## src/rtl/fuzz_program_loader.sv

```systemverilog
// Write side of the fuzz harness fetch path: packs a big-endian byte stream into
// 32-bit instruction words, writes them to instruction memory, and tracks length/checksum.
module fuzz_program_loader #(
  parameter int         MAX_INSTRUCTIONS = 256,
  parameter int         ADDR_W           = 8,
  parameter logic [7:0] HALT_OPCODE      = 8'hFF
) (
  input  logic              clk,
  input  logic              rst_n,
  input  logic              start,
  input  logic              s_valid,
  input  logic [7:0]        s_data,
  input  logic              s_last,
  output logic              s_ready,
  output logic              imem_we,
  output logic [ADDR_W-1:0] imem_addr,
  output logic [31:0]       imem_wdata,
  output logic              busy,
  output logic              done,
  output logic              err_overflow,
  output logic              err_partial,
  output logic [ADDR_W:0]   prog_len,
  output logic [31:0]       checksum
);

  typedef enum logic [1:0] {
    IDLE  = 2'd0,
    RECV  = 2'd1,
    WRITE = 2'd2,
    DONE  = 2'd3
  } state_t;

  localparam logic [ADDR_W:0] MAX_LEN = (ADDR_W+1)'(MAX_INSTRUCTIONS);

  state_t      state;
  state_t      next_state;
  logic [1:0]  byte_idx;
  logic [31:0] word;
  logic        last_seen;
  logic        accept;
  logic [31:0] word_next;

  function automatic logic [31:0] rotl1(input logic [31:0] v);
    return {v[30:0], v[31]};
  endfunction

  // s_ready is a registered decode of RECV, so it qualifies acceptance directly
  assign accept    = s_valid && s_ready;
  assign word_next = {word[23:0], s_data};

  // State register
  always_ff @(posedge clk or negedge rst_n) begin
    if (!rst_n) begin
      state <= IDLE;
    end else begin
      state <= next_state;
    end
  end

  // Next-state logic
  always_comb begin
    next_state = state;
    case (state)
      IDLE, DONE: begin
        if (start) next_state = RECV;
        else       next_state = state;
      end
      RECV: begin
        if (accept && (byte_idx == 2'd3)) begin
          if (prog_len == MAX_LEN) next_state = DONE;
          else                     next_state = WRITE;
        end else if (accept && s_last) begin
          next_state = DONE;
        end else begin
          next_state = RECV;
        end
      end
      WRITE: begin
        if ((word[31:24] == HALT_OPCODE) || last_seen) next_state = DONE;
        else                                           next_state = RECV;
      end
      default: next_state = IDLE;
    endcase
  end

  // Datapath and registered outputs; status strobes are decoded from next_state
  always_ff @(posedge clk or negedge rst_n) begin
    if (!rst_n) begin
      s_ready      <= 1'b0;
      imem_we      <= 1'b0;
      imem_addr    <= {ADDR_W{1'b0}};
      imem_wdata   <= 32'd0;
      busy         <= 1'b0;
      done         <= 1'b0;
      err_overflow <= 1'b0;
      err_partial  <= 1'b0;
      prog_len     <= {(ADDR_W+1){1'b0}};
      checksum     <= 32'd0;
      byte_idx     <= 2'd0;
      word         <= 32'd0;
      last_seen    <= 1'b0;
    end else begin
      s_ready <= (next_state == RECV);
      imem_we <= (next_state == WRITE);
      busy    <= (next_state == RECV) || (next_state == WRITE);
      done    <= (next_state == DONE);
      case (state)
        IDLE, DONE: begin
          if (start) begin
            prog_len     <= {(ADDR_W+1){1'b0}};
            checksum     <= 32'd0;
            err_overflow <= 1'b0;
            err_partial  <= 1'b0;
            byte_idx     <= 2'd0;
            last_seen    <= 1'b0;
          end
        end
        RECV: begin
          if (accept) begin
            word     <= word_next;
            byte_idx <= byte_idx + 2'd1;
            if (byte_idx == 2'd3) begin
              last_seen <= s_last;
              if (prog_len == MAX_LEN) begin
                err_overflow <= 1'b1;
              end else begin
                imem_addr  <= prog_len[ADDR_W-1:0];
                imem_wdata <= word_next;
              end
            end else if (s_last) begin
              err_partial <= 1'b1;
            end
          end
        end
        WRITE: begin
          prog_len <= prog_len + {{ADDR_W{1'b0}}, 1'b1};
          checksum <= rotl1(checksum) ^ word;
        end
        default: begin
        end
      endcase
    end
  end

endmodule

```

## config.mk

```make
export PLATFORM = sky130hd
export DESIGN_NAME = fuzz_program_loader
export DESIGN_NICKNAME = d
export VERILOG_FILES = /design/src/rtl/fuzz_program_loader.sv
export SDC_FILE = /design/constraint.sdc
export NUM_CORES = 1
export LEC_CHECK = 0
export CORE_MARGIN = 2
export CORE_UTILIZATION = 52
export DETAILED_ROUTE_END_ITERATION = 16
export GPL_TIMING_DRIVEN = 0
export PLACE_DENSITY_LB_ADDON = 0.12
export SLEW_MARGIN = 20
export SYNTH_ARGS = -nofsm -noshare
export SYNTH_HDL_FRONTEND = slang
export SYNTH_SLANG_ARGS = --single-unit
```

## constraint.sdc

```tcl
create_clock -name clk -period 2.4 [get_ports clk]
set_clock_uncertainty 0.15 [all_clocks]
set_input_delay 0.36 -clock clk [delete_from_list [all_inputs] [get_ports clk]]
set_output_delay 0.36 -clock clk [all_outputs]
set_load 0.01 [all_outputs]
```

==> flow_summary.html, run 1 <==
<table>
<tr><th>Metric</th><th>Value</th></tr>
<tr><th colspan="2">Status</th></tr>
<tr><td>Status</td><td>finished, final reports clean</td></tr>
<tr><th colspan="2">Setup path</th></tr>
<tr><td>Setup CP Type</td><td>reg2reg</td></tr>
<tr><td>Startpoint class of the critical path</td><td>flop</td></tr>
<tr><td>Data required time of the critical path</td><td>2.65 ns</td></tr>
<tr><td>Total number of cells along the worst setup path</td><td>8</td></tr>
<tr><td>Critical path buffers and inverters</td><td>3</td></tr>
<tr><td>Worst path arrival time</td><td>2.48 ns</td></tr>
<tr><td>CP cell instances</td><td>inv_1 &gt; ha_1 &gt; nor4b_1 &gt; nand2_1 &gt; and3_1 &gt; buf_6 &gt; buf_12 &gt; mux2_4</td></tr>
<tr><td>Worst Setup End Kind</td><td>flop</td></tr>
<tr><td>Launching instance or port of the critical path</td><td>prog_len[0]</td></tr>
<tr><td>Slowest stage cell, crit path</td><td>sky130_fd_sc_hd__dfrtp_1</td></tr>
<tr><td>R2R cell count</td><td>8</td></tr>
<tr><td>Crit path largest cell delay</td><td>0.45 ns</td></tr>
<tr><td>Kind of cell with the highest combined delay on the critical path</td><td>simple AND/OR/NAND/NOR gates</td></tr>
<tr><td>Largest fanout on the critical path</td><td>10</td></tr>
<tr><td>Source of the worst register-to-register timing path</td><td>prog_len[0]</td></tr>
<tr><th colspan="2">GRT</th></tr>
<tr><td>First-pass GRT wire length</td><td>18,700 microns</td></tr>
<tr><td>Overall Global Routing Usage</td><td>21.9%</td></tr>
<tr><td>Most Crowded Layer GR</td><td>met2</td></tr>
<tr><td>Met1 track demand over resource in global routing</td><td>29.8%</td></tr>
<tr><td>Met2 track utilization from global routing</td><td>33.5%</td></tr>
<tr><td>Largest net degree at the start of global routing</td><td>84</td></tr>
<tr><td>Antenna violations before repair</td><td>0</td></tr>
<tr><td>Global routing usage on met3</td><td>8.15%</td></tr>
<tr><td>Grt ovf</td><td>0</td></tr>
<tr><td>Via count of the first global-routing pass</td><td>3,567</td></tr>
<tr><th colspan="2">Finish</th></tr>
<tr><td>Final net count</td><td>547</td></tr>
<tr><td>Fin util</td><td>70.9%</td></tr>
<tr><td>Number of antenna repair diodes</td><td>0</td></tr>
<tr><td>Share of layout cells above drive strength 1</td><td>23.4%</td></tr>
<tr><td>Synthesis-to-finish area growth</td><td>33.7%</td></tr>
<tr><th colspan="2">CTS</th></tr>
<tr><td>CTS buffer count</td><td>17</td></tr>
<tr><td>H-tree level count</td><td>4</td></tr>
<tr><td>Clock-pin slew reported for the worst setup and hold paths after clock tree synthesis</td><td>0.06 ns</td></tr>
<tr><td>CTS tree</td><td>built</td></tr>
<tr><td>Largest buffer count on any clock path</td><td>2</td></tr>
<tr><td>Worst-skew pair later-pin latency</td><td>0.52 ns</td></tr>
<tr><td>Clock root buffer master</td><td>sky130_fd_sc_hd__clkbuf_8</td></tr>
<tr><td>Number of clock sinks seen by CTS</td><td>124</td></tr>
<tr><td>Number of post-CTS setup repair buffers</td><td>0</td></tr>
<tr><th colspan="2">Pwr</th></tr>
<tr><td>Sw frac</td><td>31.7%</td></tr>
<tr><td>Power density over cell area</td><td>1410 nW/um^2</td></tr>
<tr><td>Power share of the combinational group</td><td>36.7%</td></tr>
<tr><td>Sw power</td><td>3.22 mW</td></tr>
<tr><td>LEAKAGE</td><td>3.12 nW</td></tr>
<tr><td>Internal power component</td><td>6.95 mW</td></tr>
<tr><td>Power share of the sequential group</td><td>37.8%</td></tr>
<tr><td>Total Power</td><td>10.2 mW</td></tr>
<tr><td>Part of the power in the clock network</td><td>25.5%</td></tr>
<tr><td>Max rail drop VDD</td><td>0.749 mV</td></tr>
<tr><th colspan="2">Placed design</th></tr>
<tr><td>HPWL reported at the end of detailed placement</td><td>7940 microns</td></tr>
<tr><td>Port buffer count</td><td>99</td></tr>
<tr><td>Final GP Congestion</td><td>0.794</td></tr>
<tr><th colspan="2">Logic synthesis</th></tr>
<tr><td>Synth async-reset ratio</td><td>100%</td></tr>
<tr><td>Prevailing post-synth register cell</td><td>sky130_fd_sc_hd__dfrtp_1</td></tr>
<tr><td>Mean area per synthesized cell</td><td>13.3 sq um</td></tr>
<tr><td>Post-synth design cell area</td><td>5400 sq um</td></tr>
<tr><td>Unique masters post-synth</td><td>35</td></tr>
<tr><td>YS warnings</td><td>0</td></tr>
<tr><td>Yosys reg bits</td><td>124</td></tr>
<tr><td>Post-synthesis net count</td><td>427</td></tr>
<tr><td>Post-synth EDFFs</td><td>0</td></tr>
<tr><td>Synthesized instance count</td><td>406</td></tr>
<tr><td>Share of the yosys chip area belonging to registers</td><td>57.5%</td></tr>
<tr><th colspan="2">Detailed routing</th></tr>
<tr><td>Count of vias placed by the detailed router</td><td>3,526</td></tr>
<tr><td>Final routed wirelength across all metal layers</td><td>11,500 microns</td></tr>
<tr><td>Antenna-violating nets left</td><td>0</td></tr>
<tr><td>Detailed-router iteration count before antenna repair</td><td>4</td></tr>
<tr><td>Average detailed-routed wire length per instance</td><td>17.0 microns</td></tr>
<tr><td>DRC violation count after routing</td><td>0</td></tr>
<tr><td>Average vias per placed instance</td><td>5.22</td></tr>
<tr><td>Initial DRC Count</td><td>107</td></tr>
<tr><th colspan="2">Die</th></tr>
<tr><td>Height of the die</td><td>106 microns</td></tr>
<tr><td>Die area</td><td>11,200 sq um</td></tr>
<tr><td>Initial core utilization</td><td>53.0%</td></tr>
<tr><td>Floorplan Core Area</td><td>10,200 sq um</td></tr>
<tr><td>Top-level port count</td><td>100</td></tr>
<tr><td>Chip Width</td><td>106 microns</td></tr>
<tr><td>Std cell rows</td><td>37</td></tr>
<tr><th colspan="2">Timing</th></tr>
<tr><td>Finish-stage setup viols</td><td>0</td></tr>
<tr><td>Headroom to the max-slew limit</td><td>71.2%</td></tr>
<tr><td>Number of slew-limit violations in the final report</td><td>0</td></tr>
<tr><td>Setup repair after global routing missed its margin</td><td>false</td></tr>
<tr><td>Transition at the pin with the smallest max-transition slack</td><td>0.432 ns</td></tr>
<tr><td>Hold Vio Cnt, Final</td><td>0</td></tr>
<tr><td>Fin crit period</td><td>2.23 ns</td></tr>
<tr><td>Final period util</td><td>92.9%</td></tr>
<tr><td>Fmax achieved</td><td>0.449 GHz</td></tr>
<tr><th colspan="2">Job</th></tr>
<tr><td>Number of max-cap violations</td><td>0</td></tr>
<tr><th colspan="2">Min path</th></tr>
<tr><td>Type of the tightest min-delay check</td><td>in2async</td></tr>
</table>
-- state kept, by name, indices dropped and copies added (netlist names) --
name          count
err_partial       1
err_overflow      1
byte_idx          2
state             2
imem_wdata       32
s_ready           1
done              1
checksum         32
word             32
busy              1
prog_len          9
imem_we           1
last_seen         1
imem_addr         8
-- per-stage QoR --
step | cell area [sq um] | setup TNS [ns] | worst slack [ns] | cells | hold slack, ns
6_report | 7220 | 0 | 0.171 | 675 | 0.168
3_3_place_gp | 6560 | -485.99 | -3.93 | 641 | 0.342
5_1_grt | 7220 | 0 | 0.00566 | 675 | 0.190
3_5_place_dp | 6590 | -0.00702 | -0.00702 | 642 | 0.150
2_1_floorplan | 5400 | 0 | 0.409 | 406 | -0.0856
4_1_cts | 7210 | 0 | 0.0435 | 675 | 0.168
-- per-layer routing --
layer	part of all wire [%]	vias to the layer above
met4	1.0	0
met5	0	-
met2	47	95
met3	5.9	13
met1	46	1773
li1	-	1645
-- cell usage after synthesis, types with 2 or more instances --
library cell / number / area [sq um]
sky130_fd_sc_hd__a21oi_1: 2 / 10.0
sky130_fd_sc_hd__a221oi_1: 3 / 26.3
sky130_fd_sc_hd__a22o_1: 5 / 43.8
sky130_fd_sc_hd__and3_1: 2 / 12.5
sky130_fd_sc_hd__buf_12: 4 / 80.1
sky130_fd_sc_hd__buf_2: 6 / 30.0
sky130_fd_sc_hd__buf_6: 4 / 45.0
sky130_fd_sc_hd__clkbuf_1: 8 / 30.0
sky130_fd_sc_hd__dfrtp_1: 124 / 3100
sky130_fd_sc_hd__ha_1: 8 / 100
sky130_fd_sc_hd__inv_1: 8 / 30.0
sky130_fd_sc_hd__mux2_2: 33 / 372
sky130_fd_sc_hd__mux2_4: 40 / 601
sky130_fd_sc_hd__mux2i_1: 2 / 20.0
sky130_fd_sc_hd__nand2_1: 44 / 165
sky130_fd_sc_hd__nand2b_1: 3 / 18.8
sky130_fd_sc_hd__nand3_1: 7 / 35.0
sky130_fd_sc_hd__nand4_1: 3 / 18.8
sky130_fd_sc_hd__nor2_1: 7 / 26.3
sky130_fd_sc_hd__nor2b_1: 2 / 12.5
sky130_fd_sc_hd__nor3_1: 6 / 30.0
sky130_fd_sc_hd__nor4b_1: 2 / 17.5
sky130_fd_sc_hd__o21ai_0: 38 / 190
sky130_fd_sc_hd__xnor2_1: 34 / 298
-- final timing paths --
check	to	slack [ns]
setup / recovery	imem_wdata[20]	0.17
hold / removal	imem_wdata[27]	0.17
setup reg to reg	imem_wdata[20]	0.17
hold reg to reg	imem_wdata[30]	0.36
max in group asynchronous	byte_idx[1]	1.22
min in group clk	imem_wdata[3]	0.33
-- area by class of cell --
class / instances / area, sq um
Timing Repair Buffer: 101 / 1030
Sequential cell: 124 / 3100
Multi-Input combinational cell: 252 / 2090
Tap cell: 136 / 170
Buffer: 22 / 190
Inverter: 8 / 30.0
Clock inverter: 10 / 138
Fill cell: 730 / 2960
Clock buffer: 22 / 473
-- power groups by stage --
stage / combinational (mW) / sequential, mW / clock (mW)
after global routing: 4.03 / 3.98 / 2.74
after detailed placement: 3.72 / 3.86 / 0
after global placement: 3.63 / 3.82 / 0
after floorplan: 1.93 / 3.89 / 0
final: 3.73 / 3.84 / 2.60
after CTS: 3.76 / 3.85 / 2.63
-- logic make-up after synthesis --
kind of cell / share of synthesized area, %
mux: 18.4
fa+ha+maj: 1.85
compound gates: 6.21
simple gates: 6.60
buf+inv: 3.99
xor+xnor: 5.51
flops: 57.5
-- repair_timing --
action | CTS | global route
gates resized for setup | 3 | 4
endpoints found under the setup margin | 14 | 41
hold buffers | 1 | 0
cloned | 0 | 0
hold endpoints to repair | 41 | 0
-- cells in the final DEF, fill, tap and decap left out, drive strengths merged --
cell type / Yosys / final
a32o: 1 / 1
buf: 14 / 17
a21oi: 2 / 2
mux2: 73 / 73
and3: 2 / 2
a31oi: 1 / 1
inv: 8 / 8
clkbuf: 8 / 29
o41ai: 1 / 1
ha: 8 / 8
nand2: 44 / 44
nor4b: 2 / 2
nand2b: 3 / 3
mux2i: 2 / 2
a221oi: 3 / 3
o21bai: 1 / 1
or3: 1 / 1
clkdlybuf4s50: 0 / 98
a22o: 6 / 6
nand3: 7 / 7
xnor2: 34 / 34
nand4: 3 / 3
dfrtp: 124 / 124
nor2: 7 / 7
nor2b: 2 / 2
a21o: 1 / 1
bufinv: 0 / 3
nor4: 1 / 1
or4: 1 / 1
o211ai: 1 / 1
clkinvlp: 0 / 5
o21a: 1 / 1
o21ai: 38 / 38
nor3: 6 / 6
clkinv: 0 / 2
dlygate4sd3: 0 / 1
Note: power is estimated with default switching activity, not from simulation.
==> run 2: changes to the inputs <==
- CORE_UTILIZATION: 52 -> 57
- CTS_CLUSTER_SIZE: not set -> 8
- DONT_BUFFER_PORTS: not set -> 1
==> flow_summary.html, run 2 (synthesis gave the netlist of run 1 again) <==
<table>
<tr><th>Metric</th><th>Value</th></tr>
<tr><th colspan="2">Pwr</th></tr>
<tr><td>Max rail drop VDD</td><td>0.728 mV</td></tr>
<tr><td>LEAKAGE</td><td>2.79 nW</td></tr>
<tr><td>Power density over cell area</td><td>1420 nW/um^2</td></tr>
<tr><td>Total Power</td><td>8.89 mW</td></tr>
<tr><th colspan="2">Die</th></tr>
<tr><td>Initial core utilization</td><td>58.7%</td></tr>
<tr><td>Die area</td><td>10,300 sq um</td></tr>
<tr><td>Chip Width</td><td>101 microns</td></tr>
<tr><td>Top-level port count</td><td>100</td></tr>
<tr><td>Floorplan Core Area</td><td>9200 sq um</td></tr>
<tr><td>Std cell rows</td><td>35</td></tr>
<tr><td>Height of the die</td><td>101 microns</td></tr>
<tr><th colspan="2">CTS</th></tr>
<tr><td>CTS buffer count</td><td>17</td></tr>
<tr><td>Number of post-CTS setup repair buffers</td><td>0</td></tr>
<tr><td>H-tree level count</td><td>4</td></tr>
<tr><td>Clock root buffer master</td><td>sky130_fd_sc_hd__clkbuf_8</td></tr>
<tr><td>Largest buffer count on any clock path</td><td>2</td></tr>
<tr><td>Number of clock sinks seen by CTS</td><td>124</td></tr>
<tr><td>Clock-pin slew reported for the worst setup and hold paths after clock tree synthesis</td><td>0.06 ns</td></tr>
<tr><td>CTS tree</td><td>built</td></tr>
<tr><td>Worst-skew pair later-pin latency</td><td>0.50 ns</td></tr>
<tr><th colspan="2">Detailed routing</th></tr>
<tr><td>Count of vias placed by the detailed router</td><td>3,257</td></tr>
<tr><td>Final routed wirelength across all metal layers</td><td>10,800 microns</td></tr>
<tr><td>Average detailed-routed wire length per instance</td><td>19.1 microns</td></tr>
<tr><td>DRC violation count after routing</td><td>0</td></tr>
<tr><td>Detailed-router iteration count before antenna repair</td><td>4</td></tr>
<tr><td>Initial DRC Count</td><td>120</td></tr>
<tr><td>Antenna-violating nets left</td><td>0</td></tr>
<tr><td>Average vias per placed instance</td><td>5.80</td></tr>
<tr><th colspan="2">Setup path</th></tr>
<tr><td>Largest fanout on the critical path</td><td>10</td></tr>
<tr><td>Critical path capture point</td><td>err_partial</td></tr>
<tr><td>Data required time of the critical path</td><td>2.63 ns</td></tr>
<tr><td>R2R cell count</td><td>7</td></tr>
<tr><td>Launching instance or port of the critical path</td><td>state[1]</td></tr>
<tr><td>Minimum setup slack among reg-to-reg paths</td><td>0.11 ns</td></tr>
<tr><td>Capture instance of the worst register-to-register path</td><td>err_partial</td></tr>
<tr><td>Worst path arrival time</td><td>2.52 ns</td></tr>
<tr><td>Worst Setup End Kind</td><td>flop</td></tr>
<tr><td>Setup CP Type</td><td>reg2reg</td></tr>
<tr><td>Startpoint class of the critical path</td><td>flop</td></tr>
<tr><td>Source of the worst register-to-register timing path</td><td>state[1]</td></tr>
<tr><th colspan="2">Placed design</th></tr>
<tr><td>Port buffer count</td><td>0</td></tr>
<tr><td>Placed inst area</td><td>5540 sq um</td></tr>
<tr><td>HPWL reported at the end of detailed placement</td><td>7180 microns</td></tr>
<tr><td>Number of placed instances, taps included</td><td>517</td></tr>
<tr><td>Final GP Congestion</td><td>0.889</td></tr>
<tr><th colspan="2">Timing</th></tr>
<tr><td>Setup repair after global routing missed its margin</td><td>false</td></tr>
<tr><td>Finish-stage setup viols</td><td>0</td></tr>
<tr><td>Worst hold slack across all endpoints</td><td>-0.593 ns</td></tr>
<tr><td>Fmax achieved</td><td>0.437 GHz</td></tr>
<tr><td>Number of slew-limit violations in the final report</td><td>0</td></tr>
<tr><td>Headroom to the max-slew limit</td><td>71.5%</td></tr>
<tr><td>Final total negative setup slack</td><td>0 ns</td></tr>
<tr><td>Transition at the pin with the smallest max-transition slack</td><td>0.428 ns</td></tr>
<tr><td>Hold Vio Cnt, Final</td><td>124</td></tr>
<tr><td>Final period util</td><td>95.4%</td></tr>
<tr><td>Fin crit period</td><td>2.29 ns</td></tr>
<tr><th colspan="2">GRT</th></tr>
<tr><td>Grt ovf</td><td>0</td></tr>
<tr><td>Overall Global Routing Usage</td><td>22.7%</td></tr>
<tr><td>Largest net degree at the start of global routing</td><td>125</td></tr>
<tr><td>Antenna violations before repair</td><td>0</td></tr>
<tr><td>Via count of the first global-routing pass</td><td>3,300</td></tr>
<tr><td>First-pass GRT wire length</td><td>17,500 microns</td></tr>
<tr><th colspan="2">Finish</th></tr>
<tr><td>Most frequent standard cell in the layout excluding fill and tap cells</td><td>sky130_fd_sc_hd__dfrtp_1</td></tr>
<tr><td>Synthesis-to-finish area growth</td><td>15.6%</td></tr>
<tr><td>FF+latch area</td><td>3100 sq um</td></tr>
<tr><td>Number of antenna repair diodes</td><td>0</td></tr>
<tr><td>Area occupied by multi-input gates</td><td>2090 sq um</td></tr>
<tr><td>Post-route cell area</td><td>6240 sq um</td></tr>
<tr><td>Share of layout cells above drive strength 1</td><td>27.3%</td></tr>
<tr><td>Commonest non-fill, non-tap cells in the layout</td><td>sky130_fd_sc_hd__dfrtp_1, sky130_fd_sc_hd__nand2_1, sky130_fd_sc_hd__mux2_4</td></tr>
<tr><td>Count of filler cells inserted in the layout</td><td>707</td></tr>
<tr><td>Top flop regs</td><td>checksum: 32 flops, imem_wdata: 32 flops, word: 32 flops</td></tr>
<tr><td>Final net count</td><td>459</td></tr>
<tr><td>Final non-filler cell total</td><td>562</td></tr>
<tr><th colspan="2">Status</th></tr>
<tr><td>Failing checks</td><td>negative hold slack</td></tr>
<tr><td>Status</td><td>finished with violations</td></tr>
<tr><th colspan="2">Job</th></tr>
<tr><td>Number of max-cap violations</td><td>0</td></tr>
<tr><th colspan="2">Min path</th></tr>
<tr><td>Type of the tightest min-delay check</td><td>in2async</td></tr>
</table>
==> run 2: changes by cell type in the layout (fill, tap and decap cells not counted), moves of 2 or more <==
cell,change
sky130_fd_sc_hd__clkbuf_1,+3
sky130_fd_sc_hd__clkbuf_8,-3
sky130_fd_sc_hd__clkdlybuf4s50_1,-98
sky130_fd_sc_hd__clkinv_4,+2
sky130_fd_sc_hd__clkinvlp_4,-3
sky130_fd_sc_hd__dlygate4sd3_1,+12
==> run 2: layout make-up <==
| class | count | share of cell area [%] |
|---|---|---|
| clock buffers | 22 | 7.09 |
| plain buffers | 22 | 3.05 |
| multi-input cells | 252 | 33.5 |
| well taps | 111 | 2.22 |
| clock inverters | 10 | 1.86 |
| flip-flops and latches | 124 | 49.7 |
| repair buffers | 13 | 2.08 |
| inverters | 8 | 0.481 |
==> run 2: power breakdown <==
part           internal (mW)  switching [mW]  total (mW)
clock network           1.50           0.895        2.40
logic                   1.39           0.905        2.30
registers               2.97            1.22        4.20
==> run 2: metrics by stage <==
step	util [%]	setup slack, ns
after floorplan	-	0.409
after global placement	60.2	0.0263
after detailed placement	60.2	-0.0563
after CTS	67.7	0.0717
final	67.9	0.110
after global routing	67.9	0.00458
==> run 2: what timing repair did <==
item	CTS	global route
gates resized for setup	4	3
endpoints found under the setup margin	31	3
endpoints found under the hold margin	143	125
hold buffers	12	1
==> run 2: metal layers <==
| metal | up-vias | routed length [microns] | GRT usage, % |
|---|---|---|---|
| li1 | 1478 | - | - |
| met1 | 1686 | 4840 | 30.6 |
| met2 | 87 | 5130 | 34.2 |
| met3 | 6 | 726 | 8.49 |
| met4 | 0 | 69 | 7.59 |
| met5 | - | 0 | 0 |
==> run 2: worst max-delay path, stage by stage, from the launching register on <==
cell and delay, ns:
sky130_fd_sc_hd__dfrtp_1 0.41, sky130_fd_sc_hd__ha_1 0.30, sky130_fd_sc_hd__buf_2 0.21, sky130_fd_sc_hd__nor2b_2 0.24, sky130_fd_sc_hd__nor2_2 0.07, sky130_fd_sc_hd__a31oi_1 0.17
sky130_fd_sc_hd__nor2_1 0.07, sky130_fd_sc_hd__dlygate4sd3_1 0.55
==> run 2: worst min-delay path by stage <==
| stage | start | to | slack (ns) |
|---|---|---|---|
| floorplan | rst_n | busy | -0.09 |
| global placement | rst_n | imem_wdata[28] | -0.08 |
| detailed placement | rst_n | imem_wdata[28] | -0.08 |
| CTS | rst_n | imem_wdata[13] | -0.62 |
| global route | rst_n | imem_wdata[28] | -0.63 |
| finish | rst_n | imem_wdata[28] | -0.59 |
==> run 3: changes to the inputs <==
- clock period: 2.4 -> 2.8 ns (I/O delays scaled with it)
==> flow_summary.html, run 3 (synthesis gave the netlist of run 1 again) <==
<table>
<tr><th>Metric</th><th>Value</th></tr>
<tr><th colspan="2">Placed design</th></tr>
<tr><td>Placed inst area</td><td>5540 sq um</td></tr>
<tr><td>HPWL reported at the end of detailed placement</td><td>7180 microns</td></tr>
<tr><td>Final GP Congestion</td><td>0.889</td></tr>
<tr><td>Number of placed instances, taps included</td><td>517</td></tr>
<tr><td>Port buffer count</td><td>0</td></tr>
<tr><th colspan="2">Job</th></tr>
<tr><td>Number of max-cap violations</td><td>0</td></tr>
<tr><th colspan="2">Finish</th></tr>
<tr><td>Share of layout cells above drive strength 1</td><td>25.9%</td></tr>
<tr><td>Most frequent standard cell in the layout excluding fill and tap cells</td><td>sky130_fd_sc_hd__dfrtp_1</td></tr>
<tr><td>Final net count</td><td>456</td></tr>
<tr><td>Final non-filler cell total</td><td>559</td></tr>
<tr><td>Commonest non-fill, non-tap cells in the layout</td><td>sky130_fd_sc_hd__dfrtp_1, sky130_fd_sc_hd__nand2_1, sky130_fd_sc_hd__mux2_4</td></tr>
<tr><td>Fin util</td><td>67.4%</td></tr>
<tr><td>Synthesis-to-finish area growth</td><td>14.8%</td></tr>
<tr><td>Post-route cell area</td><td>6200 sq um</td></tr>
<tr><td>Number of antenna repair diodes</td><td>0</td></tr>
<tr><td>Top flop regs</td><td>checksum: 32 flops, imem_wdata: 32 flops, word: 32 flops</td></tr>
<tr><th colspan="2">Detailed routing</th></tr>
<tr><td>Detailed-router iteration count before antenna repair</td><td>4</td></tr>
<tr><td>Count of vias placed by the detailed router</td><td>3,264</td></tr>
<tr><td>Final routed wirelength across all metal layers</td><td>10,800 microns</td></tr>
<tr><td>DRC violation count after routing</td><td>0</td></tr>
<tr><td>Antenna-violating nets left</td><td>0</td></tr>
<tr><td>Average detailed-routed wire length per instance</td><td>19.2 microns</td></tr>
<tr><td>Average vias per placed instance</td><td>5.84</td></tr>
<tr><td>Initial DRC Count</td><td>103</td></tr>
<tr><th colspan="2">Timing</th></tr>
<tr><td>Finish-stage setup viols</td><td>0</td></tr>
<tr><td>Number of slew-limit violations in the final report</td><td>0</td></tr>
<tr><td>Hold Vio Cnt, Final</td><td>124</td></tr>
<tr><td>Transition at the pin with the smallest max-transition slack</td><td>0.498 ns</td></tr>
<tr><td>Headroom to the max-slew limit</td><td>66.8%</td></tr>
<tr><td>Fmax achieved</td><td>0.398 GHz</td></tr>
<tr><td>Worst hold slack across all endpoints</td><td>-0.540 ns</td></tr>
<tr><td>Fin crit period</td><td>2.51 ns</td></tr>
<tr><td>Setup repair after global routing missed its margin</td><td>false</td></tr>
<tr><td>Final period util</td><td>89.6%</td></tr>
<tr><td>Final total negative setup slack</td><td>0 ns</td></tr>
<tr><th colspan="2">Setup path</th></tr>
<tr><td>Setup CP Type</td><td>reg2reg</td></tr>
<tr><td>Launching instance or port of the critical path</td><td>state[1]</td></tr>
<tr><td>Source of the worst register-to-register timing path</td><td>state[1]</td></tr>
<tr><td>Largest fanout on the critical path</td><td>10</td></tr>
<tr><td>Startpoint class of the critical path</td><td>flop</td></tr>
<tr><td>Data required time of the critical path</td><td>3.06 ns</td></tr>
<tr><td>Worst Setup End Kind</td><td>flop</td></tr>
<tr><td>Worst path arrival time</td><td>2.77 ns</td></tr>
<tr><td>R2R cell count</td><td>7</td></tr>
<tr><th colspan="2">CTS</th></tr>
<tr><td>CTS tree</td><td>built</td></tr>
<tr><td>Largest buffer count on any clock path</td><td>2</td></tr>
<tr><td>Hold bufs inserted after CTS</td><td>10</td></tr>
<tr><td>Clock-pin slew reported for the worst setup and hold paths after clock tree synthesis</td><td>0.06 ns</td></tr>
<tr><td>Clock root buffer master</td><td>sky130_fd_sc_hd__clkbuf_8</td></tr>
<tr><td>Number of clock sinks seen by CTS</td><td>124</td></tr>
<tr><td>Worst-skew pair later-pin latency</td><td>0.51 ns</td></tr>
<tr><td>CTS buffer count</td><td>17</td></tr>
<tr><td>H-tree level count</td><td>4</td></tr>
<tr><th colspan="2">Pwr</th></tr>
<tr><td>Power density over cell area</td><td>1220 nW/um^2</td></tr>
<tr><td>Total Power</td><td>7.59 mW</td></tr>
<tr><td>LEAKAGE</td><td>2.76 nW</td></tr>
<tr><td>Max rail drop VDD</td><td>0.626 mV</td></tr>
<tr><th colspan="2">Die</th></tr>
<tr><td>Die area</td><td>10,300 sq um</td></tr>
<tr><td>Initial core utilization</td><td>58.7%</td></tr>
<tr><td>Floorplan Core Area</td><td>9200 sq um</td></tr>
<tr><td>Std cell rows</td><td>35</td></tr>
<tr><td>Chip Width</td><td>101 microns</td></tr>
<tr><td>Top-level port count</td><td>100</td></tr>
<tr><td>Height of the die</td><td>101 microns</td></tr>
<tr><th colspan="2">GRT</th></tr>
<tr><td>Met2 track utilization from global routing</td><td>33.9%</td></tr>
<tr><td>Global routing usage on met3</td><td>8.35%</td></tr>
<tr><td>Met1 track demand over resource in global routing</td><td>30.5%</td></tr>
<tr><td>Largest net degree at the start of global routing</td><td>125</td></tr>
<tr><td>First-pass GRT wire length</td><td>17,500 microns</td></tr>
<tr><td>Most Crowded Layer GR</td><td>met2</td></tr>
<tr><td>Overall Global Routing Usage</td><td>22.6%</td></tr>
<tr><td>Antenna violations before repair</td><td>0</td></tr>
<tr><td>Via count of the first global-routing pass</td><td>3,273</td></tr>
<tr><td>Grt ovf</td><td>0</td></tr>
<tr><th colspan="2">Min path</th></tr>
<tr><td>Type of the tightest min-delay check</td><td>in2async</td></tr>
<tr><th colspan="2">Status</th></tr>
<tr><td>Status</td><td>finished with violations</td></tr>
<tr><td>Failing checks</td><td>negative hold slack</td></tr>
</table>
[run 3: repair_timing]
item | 4_1_cts | 5_1_grt
resized for setup | 0 | 0
endpoints found under the hold margin | 142 | 124
buffers inserted | 0 | 0
[run 3: path summary, 6_finish.rpt]
kind | slack (ns) | end
max | 0.29 | checksum[7]
min | -0.54 | checksum[26]
max reg2reg | 0.29 | checksum[7]
min reg2reg | 0.40 | last_seen
max in group asynchronous | 2.86 | checksum[9]
min in group clk | 0.05 | err_overflow
[run 3: power by group]
group | internal, mW | switching [mW] | total, mW
Clock | 1.29 | 0.772 | 2.06
Sequential | 2.55 | 1.05 | 3.60
Combinational | 1.17 | 0.765 | 1.93
[run 3: routing by layer]
layer	wire [microns]	part of all wire [%]
met1	4860	45
met2	5050	47
met3	713	6.6
met4	138	1.3
met5	0	0
[run 3: final cells by class]
type | instances | area [sq um]
inverter | 8 | 30.0
multi-input combinational | 252 | 2080
tap | 111 | 139
timing repair buffer | 10 | 100
buffer | 22 | 185
clock inverter | 10 | 116
clock buffer | 22 | 443
sequential | 124 | 3100
fill | 716 | 3000
[run 3: worst max-delay path, cell delays in order, from the launching register on]
cell,delay [ns]
sky130_fd_sc_hd__dfrtp_1,0.41
sky130_fd_sc_hd__ha_1,0.30
sky130_fd_sc_hd__buf_2,0.20
sky130_fd_sc_hd__mux2i_1,0.25
sky130_fd_sc_hd__clkbuf_1,0.43
sky130_fd_sc_hd__clkbuf_1,0.45
sky130_fd_sc_hd__nand2_1,0.10
sky130_fd_sc_hd__o21ai_0,0.11
[run 3: metrics by stage]
step	setup WS, ns	hold WS [ns]
2_1_floorplan	0.809	-0.0256
3_3_place_gp	0.426	-0.0227
3_5_place_dp	0.344	-0.0220
4_1_cts	0.258	-0.560
5_1_grt	0.0928	-0.572
6_report	0.290	-0.540
